<file path="src/rtl/wb_arbiter_if.sv">
// Writeback arbiter bus: ALU/LSU result inputs, load issue, register-file write port, scoreboard.
// WB_FWD_EN adds the register-read forwarding signals.
interface wb_arbiter_if;
    logic        i_alu_valid;
    logic [4:0]  i_alu_rd;
    logic [63:0] i_alu_wdata;
    logic        i_lsu_valid;
    logic        o_lsu_ready;
    logic [4:0]  i_lsu_rd;
    logic [63:0] i_lsu_wdata;
    logic        i_issue_valid;
    logic [4:0]  i_issue_rd;
    logic        o_wen;
    logic [4:0]  o_addr;
    logic [63:0] o_wdata;
    logic        o_alu_stall;
    logic [31:0] o_busy;
`ifdef WB_FWD_EN
    logic [4:0]  i_rs1_addr;
    logic [4:0]  i_rs2_addr;
    logic        o_rs1_fwd;
    logic        o_rs2_fwd;
    logic [63:0] o_rs1_fdata;
    logic [63:0] o_rs2_fdata;
`endif

    // Arbiter side.
    modport slave (
`ifdef WB_FWD_EN
        input  i_rs1_addr, i_rs2_addr,
        output o_rs1_fwd, o_rs2_fwd, o_rs1_fdata, o_rs2_fdata,
`endif
        input  i_alu_valid, i_alu_rd, i_alu_wdata,
        input  i_lsu_valid, i_lsu_rd, i_lsu_wdata,
        input  i_issue_valid, i_issue_rd,
        output o_lsu_ready, o_wen, o_addr, o_wdata, o_alu_stall, o_busy
    );

    // Pipeline side driving the results and consuming the write port.
    modport master (
`ifdef WB_FWD_EN
        output i_rs1_addr, i_rs2_addr,
        input  o_rs1_fwd, o_rs2_fwd, o_rs1_fdata, o_rs2_fdata,
`endif
        output i_alu_valid, i_alu_rd, i_alu_wdata,
        output i_lsu_valid, i_lsu_rd, i_lsu_wdata,
        output i_issue_valid, i_issue_rd,
        input  o_lsu_ready, o_wen, o_addr, o_wdata, o_alu_stall, o_busy
    );
endinterface

</file>
<file path="src/rtl/wb_arbiter.sv">
// Writeback arbiter: ALU-priority merge of ALU and buffered LSU results onto one register-file
// write port, with starvation stall and load scoreboard. Optional feature macro: WB_FWD_EN.
module wb_arbiter #(
    parameter int STARVE_LIMIT = 4
) (
    input  logic          clk,
    input  logic          rst,
    wb_arbiter_if.slave   bus
);

    localparam int CW = $clog2(STARVE_LIMIT + 1);
    localparam logic [CW-1:0] LIMIT = CW'(STARVE_LIMIT);

    typedef struct packed {
        logic [4:0]  rd;
        logic [63:0] wdata;
    } lsu_entry_t;

    lsu_entry_t    fifo_mem [2];
    logic [1:0]    count;
    logic          wr_ptr;
    logic          rd_ptr;
    logic [CW-1:0] starve_cnt;
    logic          alu_stall;
    logic          wen;
    logic          wen_lsu;
    logic [4:0]    addr;
    logic [63:0]   wdata;
    logic [31:0]   busy;

    logic          lsu_ready;
    logic          push;
    logic          pop;
    logic          alu_win;
    lsu_entry_t    head;
    logic [4:0]    win_rd;
    logic [63:0]   win_data;
    logic          wen_next;
    logic          buf_full;
    logic [CW-1:0] starve_inc;
    logic          starve_hit;
    logic [31:0]   busy_next;

    assign lsu_ready  = (count != 2'd2);
    assign buf_full   = (count == 2'd2);
    assign push       = bus.i_lsu_valid & lsu_ready;
    assign alu_win    = bus.i_alu_valid & ~alu_stall;
    assign pop        = ~alu_win & (count != 2'd0);
    assign head       = fifo_mem[rd_ptr];
    assign win_rd     = alu_win ? bus.i_alu_rd    : head.rd;
    assign win_data   = alu_win ? bus.i_alu_wdata : head.wdata;
    // x0 winners are consumed without a register-file write.
    assign wen_next   = (alu_win | pop) & (win_rd != 5'd0);
    assign starve_inc = starve_cnt + CW'(1);
    assign starve_hit = buf_full & alu_win & (starve_inc == LIMIT);

    // NOTE: every variable gets a default first so the block stays combinational (no latch).
    always_comb begin
        busy_next = busy;
        if (wen && wen_lsu)
            busy_next[addr] = 1'b0;
        // A same-cycle issue to the register being cleared keeps it busy.
        if (bus.i_issue_valid && (bus.i_issue_rd != 5'd0))
            busy_next[bus.i_issue_rd] = 1'b1;
        busy_next[0] = 1'b0;
    end

    // NOTE: state uses non-blocking assignments so every register samples pre-edge values.
    always_ff @(posedge clk or posedge rst) begin
        if (rst) begin
            count      <= 2'd0;
            wr_ptr     <= 1'b0;
            rd_ptr     <= 1'b0;
            starve_cnt <= '0;
            alu_stall  <= 1'b0;
            wen        <= 1'b0;
            wen_lsu    <= 1'b0;
            addr       <= 5'd0;
            wdata      <= 64'd0;
            busy       <= 32'd0;
        end else begin
            if (push)
                wr_ptr <= ~wr_ptr;
            if (pop)
                rd_ptr <= ~rd_ptr;
            case ({push, pop})
                2'b10:   count <= count + 2'd1;
                2'b01:   count <= count - 2'd1;
                default: count <= count;
            endcase

            if (buf_full && alu_win)
                starve_cnt <= starve_hit ? '0 : starve_inc;
            else
                starve_cnt <= '0;
            alu_stall <= starve_hit;

            wen     <= wen_next;
            wen_lsu <= pop;
            if (wen_next) begin
                addr  <= win_rd;
                wdata <= win_data;
            end
            busy <= busy_next;
        end
    end

    // NOTE: buffer storage is not reset; count and pointers alone define which entries are valid.
    always_ff @(posedge clk) begin
        if (push)
            fifo_mem[wr_ptr] <= '{rd: bus.i_lsu_rd, wdata: bus.i_lsu_wdata};
    end

    assign bus.o_lsu_ready = lsu_ready;
    assign bus.o_wen       = wen;
    assign bus.o_addr      = addr;
    assign bus.o_wdata     = wdata;
    assign bus.o_alu_stall = alu_stall;
    assign bus.o_busy      = busy;

`ifdef WB_FWD_EN
    // Same-cycle write-to-read bypass the register file lacks.
    assign bus.o_rs1_fwd   = wen & (addr == bus.i_rs1_addr) & (bus.i_rs1_addr != 5'd0);
    assign bus.o_rs2_fwd   = wen & (addr == bus.i_rs2_addr) & (bus.i_rs2_addr != 5'd0);
    assign bus.o_rs1_fdata = wdata;
    assign bus.o_rs2_fdata = wdata;
`endif

endmodule
</file>
<file path="src/flat_wrapper.sv">
// flat-port wrapper written by rule: the top's interface ports become plain ports
module wb_arbiter_flat 
#(
    parameter int STARVE_LIMIT = 4
)
  (clk, rst, bus_i_alu_valid, bus_i_alu_rd, bus_i_alu_wdata, bus_i_lsu_valid, bus_i_lsu_rd, bus_i_lsu_wdata, bus_i_issue_valid, bus_i_issue_rd, bus_o_lsu_ready, bus_o_wen, bus_o_addr, bus_o_wdata, bus_o_alu_stall, bus_o_busy);
  wb_arbiter_if bus_i ();
  input  logic clk;
  input  logic rst;
  input wire logic [$bits(bus_i.i_alu_valid)-1:0] bus_i_alu_valid;
  input wire logic [$bits(bus_i.i_alu_rd)-1:0] bus_i_alu_rd;
  input wire logic [$bits(bus_i.i_alu_wdata)-1:0] bus_i_alu_wdata;
  input wire logic [$bits(bus_i.i_lsu_valid)-1:0] bus_i_lsu_valid;
  input wire logic [$bits(bus_i.i_lsu_rd)-1:0] bus_i_lsu_rd;
  input wire logic [$bits(bus_i.i_lsu_wdata)-1:0] bus_i_lsu_wdata;
  input wire logic [$bits(bus_i.i_issue_valid)-1:0] bus_i_issue_valid;
  input wire logic [$bits(bus_i.i_issue_rd)-1:0] bus_i_issue_rd;
  output wire logic [$bits(bus_i.o_lsu_ready)-1:0] bus_o_lsu_ready;
  output wire logic [$bits(bus_i.o_wen)-1:0] bus_o_wen;
  output wire logic [$bits(bus_i.o_addr)-1:0] bus_o_addr;
  output wire logic [$bits(bus_i.o_wdata)-1:0] bus_o_wdata;
  output wire logic [$bits(bus_i.o_alu_stall)-1:0] bus_o_alu_stall;
  output wire logic [$bits(bus_i.o_busy)-1:0] bus_o_busy;
  assign bus_i.i_alu_valid = bus_i_alu_valid;
  assign bus_i.i_alu_rd = bus_i_alu_rd;
  assign bus_i.i_alu_wdata = bus_i_alu_wdata;
  assign bus_i.i_lsu_valid = bus_i_lsu_valid;
  assign bus_i.i_lsu_rd = bus_i_lsu_rd;
  assign bus_i.i_lsu_wdata = bus_i_lsu_wdata;
  assign bus_i.i_issue_valid = bus_i_issue_valid;
  assign bus_i.i_issue_rd = bus_i_issue_rd;
  assign bus_o_lsu_ready = bus_i.o_lsu_ready;
  assign bus_o_wen = bus_i.o_wen;
  assign bus_o_addr = bus_i.o_addr;
  assign bus_o_wdata = bus_i.o_wdata;
  assign bus_o_alu_stall = bus_i.o_alu_stall;
  assign bus_o_busy = bus_i.o_busy;
  wb_arbiter #(.STARVE_LIMIT(STARVE_LIMIT)) u_core (.clk(clk), .rst(rst), .bus(bus_i));
endmodule
</file>
<file path="config.mk">
export PLATFORM = sky130hd
export DESIGN_NAME = wb_arbiter_flat
export DESIGN_NICKNAME = d
export VERILOG_FILES = /design/src/rtl/wb_arbiter_if.sv /design/src/rtl/wb_arbiter.sv /design/src/flat_wrapper.sv
export SDC_FILE = /design/constraint.sdc
export NUM_CORES = 1
export LEC_CHECK = 0
export CAP_MARGIN = 15
export CORE_MARGIN = 5
export CORE_UTILIZATION = 50
export DETAILED_ROUTE_END_ITERATION = 8
export DONT_BUFFER_PORTS = 1
export PLACE_DENSITY = 0.65
export SLEW_MARGIN = 40
export SYNTH_ARGS = -nofsm -noshare
export SYNTH_HDL_FRONTEND = slang
export SYNTH_SLANG_ARGS = --single-unit
</file>
<file path="constraint.sdc">
create_clock -name clk -period 5.5 [get_ports clk]
set_input_delay 1.1 -clock clk [delete_from_list [all_inputs] [get_ports clk]]
set_output_delay 1.1 -clock clk [all_outputs]
set_load 0.02 [all_outputs]
</file>
==> run metrics <==
status=complete, no violations; first-pass GRT wire length=31.7 mm; Mapped Cells=677; TritonCTS Buffers=26; Iter 0 DRT Violations=around 220; syn nets=828; post-synthesis register bit count=about 250; vias in the first global route=5,688; # rows=~50; worst hold path class=reg -> reg; power density over cell area=just under 600 mW/mm2; Area Overhead vs Synth=13.5%; IO Port Bufs=0; nets@finish=833; diode count=0; Worst Tran Pin Value=0.785 ns; Max transition margin=~48%; pin count of the biggest net entering global routing=83; hold_buf cts=0; DIE WIDTH=around 150 um; Die ar.=~0.023 mm2; Synth Area in XOR/XNOR=0.446%; CTS tree=built; clock latency on the worst-skew pair=about 0.52 ns; ANT nets after route=0; Routed WL=20.6 mm; final hold vios=0; Final HPWL DP=between 10 and 15 mm; Post-Syn Area=roughly 0.0098 mm2; Compound-Gate Fraction of Synth Area=~7%; fraction of synthesized area in multiplexers=between 10% and 20%; H-tree levels=1; peak supply drop=approximately 0.34 mV; largest family of logic cells by synthesized area=multiplexers; top cells by area, synth=edfxtp_1, dfrtp_1, mux2i_1, o21ai_0, mux2_2; post-synth top area share=42.2%; yosys warns=0; Seq/Total Area, Yosys=70.2%; wire length per cell=approximately 21 um; GP Congestion=0.846; final setup fails=0; Adder-Cell Fraction of Synth Area=less than 1%; antenna violations before repair=0; CP Launch Type=register; post-synth top area cell=edfxtp_1; core area=~0.019 mm2; LEAKAGE=4.23 nW; crit path kind=reg -> reg; Post-Synth Simple-Gate Area=under 10%; Worst-path clk slew=~0.060 ns; Die H=approximately 150 um; first drt pass iteration count=4; Max clock buf depth=3; unrepaired setup endpoints after global routing=false; fin crit share=59.0%; DRC=0; Worst Setup End Kind=register; Setup Fix Bufs, Post-CTS=0; total length of routed met3 wires=around 2.4 mm; crit-path max FO=between 40 and 50; Avg Vias per Cell=5.53; initial core utilization=around half; fmax=around 310 MHz; total negative slack=0 ns; Final Instance Area=~0.011 mm2; WL met1=around 7.4 mm; max-cap violations=0; Top Metal Used=met4; total power=0.00648 W; vias=roughly 5,300; fin. max-slew vios=0; CTS Sinks=248; CTS Root Cell=clkbuf_16; Yosys cell types=33; WL met2=10.2 mm; maximum clock skew at final layout=0.0150 ns; minimum clock period=roughly 3.2 ns; dpl cell area=0.0102 mm2; share of layout cells above drive strength 1=~17%; grt total ovfl=0; PostCTS Resize Cnt=0; GR Util All Layers=between 10% and 20%; required time worst endpoint=around 5.9 ns; I/O pins=about 250; WP data arrival=3.63 ns; Avg Inst Size Synth=14.5 um2
[cell type report]
class | instances | area [um2]
multi-input combinational | 390 | 2770
sequential | 248 | 6900
timing repair buffer | 12 | 175
clock inverter | 13 | 195
tap | 265 | 332
inverter | 4 | 17.5
clock buffer | 35 | 767
fill | 1528 | 8250
[worst max-delay path, cell delays in order, from the launching register on]
cell and delay, ns:
dfrtp_4 0.72, buf_4 0.71, mux2i_1 0.25, o21ai_0 0.17, o21ai_4 0.56, buf_12 0.30
mux2_2 0.37
[registers in the layout (all words and copies together) (netlist names)]
signal,flops
u_core.bus.o_alu_stall,1
u_core.bus.o_wdata,64
u_core.wr_ptr,1
u_core.bus.o_busy,31
u_core.bus.o_addr,5
u_core.wen_lsu,1
u_core.count,2
u_core.rd_ptr,1
u_core.starve_cnt,3
u_core.fifo_mem,138
u_core.bus.o_wen,1
[layer usage]
metal / up-vias / track usage [%]
met5: - / 0
met4: 0 / 5.35
met3: 40 / 8.07
met2: 229 / 30.1
met1: 2584 / 20.9
li1: 2494 / -
[kinds of logic after synthesis]
family          count (synthesis)
mux                           137
compound gates                133
other cells                     1
xor+xnor                        5
buf+inv                        39
flops                         248
simple gates                  111
fa+ha+maj                       3
[cell usage after synthesis (all sizes together)]
cell	instances
inv	4
mux2i	69
nor4b	1
conb	1
a22o	1
nand3	3
ha	3
or3b	4
nand3b	8
or3	3
nand2b	2
nand2	73
mux2	68
nand4	2
nor3	3
clkbuf	19
buf	16
edfxtp	138
nand4b	1
nor2b	1
xor2	2
nor4	1
dfrtp	110
xnor2	3
nor2	8
o2bb2ai	4
o21ai	128
and3	1
[final timing paths]
kind / start / endpoint / slack [ns] / cells past startpoint
setup / recovery: u_core.rd_ptr / u_core.bus.o_wdata[23] / 2.26 / 6
hold / removal: u_core.starve_cnt[0] / u_core.starve_cnt[0] / 0.45 / 1
setup reg to reg: u_core.rd_ptr / u_core.bus.o_wdata[23] / 2.26 / 6
hold reg to reg: u_core.starve_cnt[0] / u_core.starve_cnt[0] / 0.45 / 1
max in group asynchronous: rst / u_core.rd_ptr / 3.85 / 3
min in group asynchronous: rst / u_core.bus.o_busy[29] / 0.46 / 1
[report_power, final]
part	switching, W	total (W)	internal, W
Combinational	0.000632	0.00119	0.000554
Clock	0.000688	0.00190	0.00121
Sequential	0.000808	0.00340	0.00259
Total	0.00213	0.00648	0.00435
[per-stage QoR]
stage	hold slack (ns)	utilization [%]	setup WS (ns)	std cells
CTS	0.440	57.5	2.16	967
detailed placement	0.457	52.5	1.89	919
global placement	0.430	52.0	1.60	914
floorplan	0.419	-	0.912	677
global route	0.456	57.5	2.02	967
finish	0.455	57.5	2.26	967
[placed cells by master, fill, tap and decap left out, types with 4 or more instances in the layout]
| master | count |
|---|---|
| buf_4 | 6 |
| bufinv_16 | 5 |
| clkbuf_16 | 28 |
| clkbuf_8 | 4 |
| clkinv_1 | 4 |
| dfrtp_1 | 109 |
| edfxtp_1 | 138 |
| mux2_1 | 15 |
| mux2_2 | 53 |
| mux2i_1 | 69 |
| nand2_1 | 73 |
| nand3b_1 | 8 |
| nor2_1 | 7 |
| o21ai_0 | 127 |
| o2bb2ai_1 | 4 |
| or3b_2 | 4 |
(Power assumes the default switching activity.)
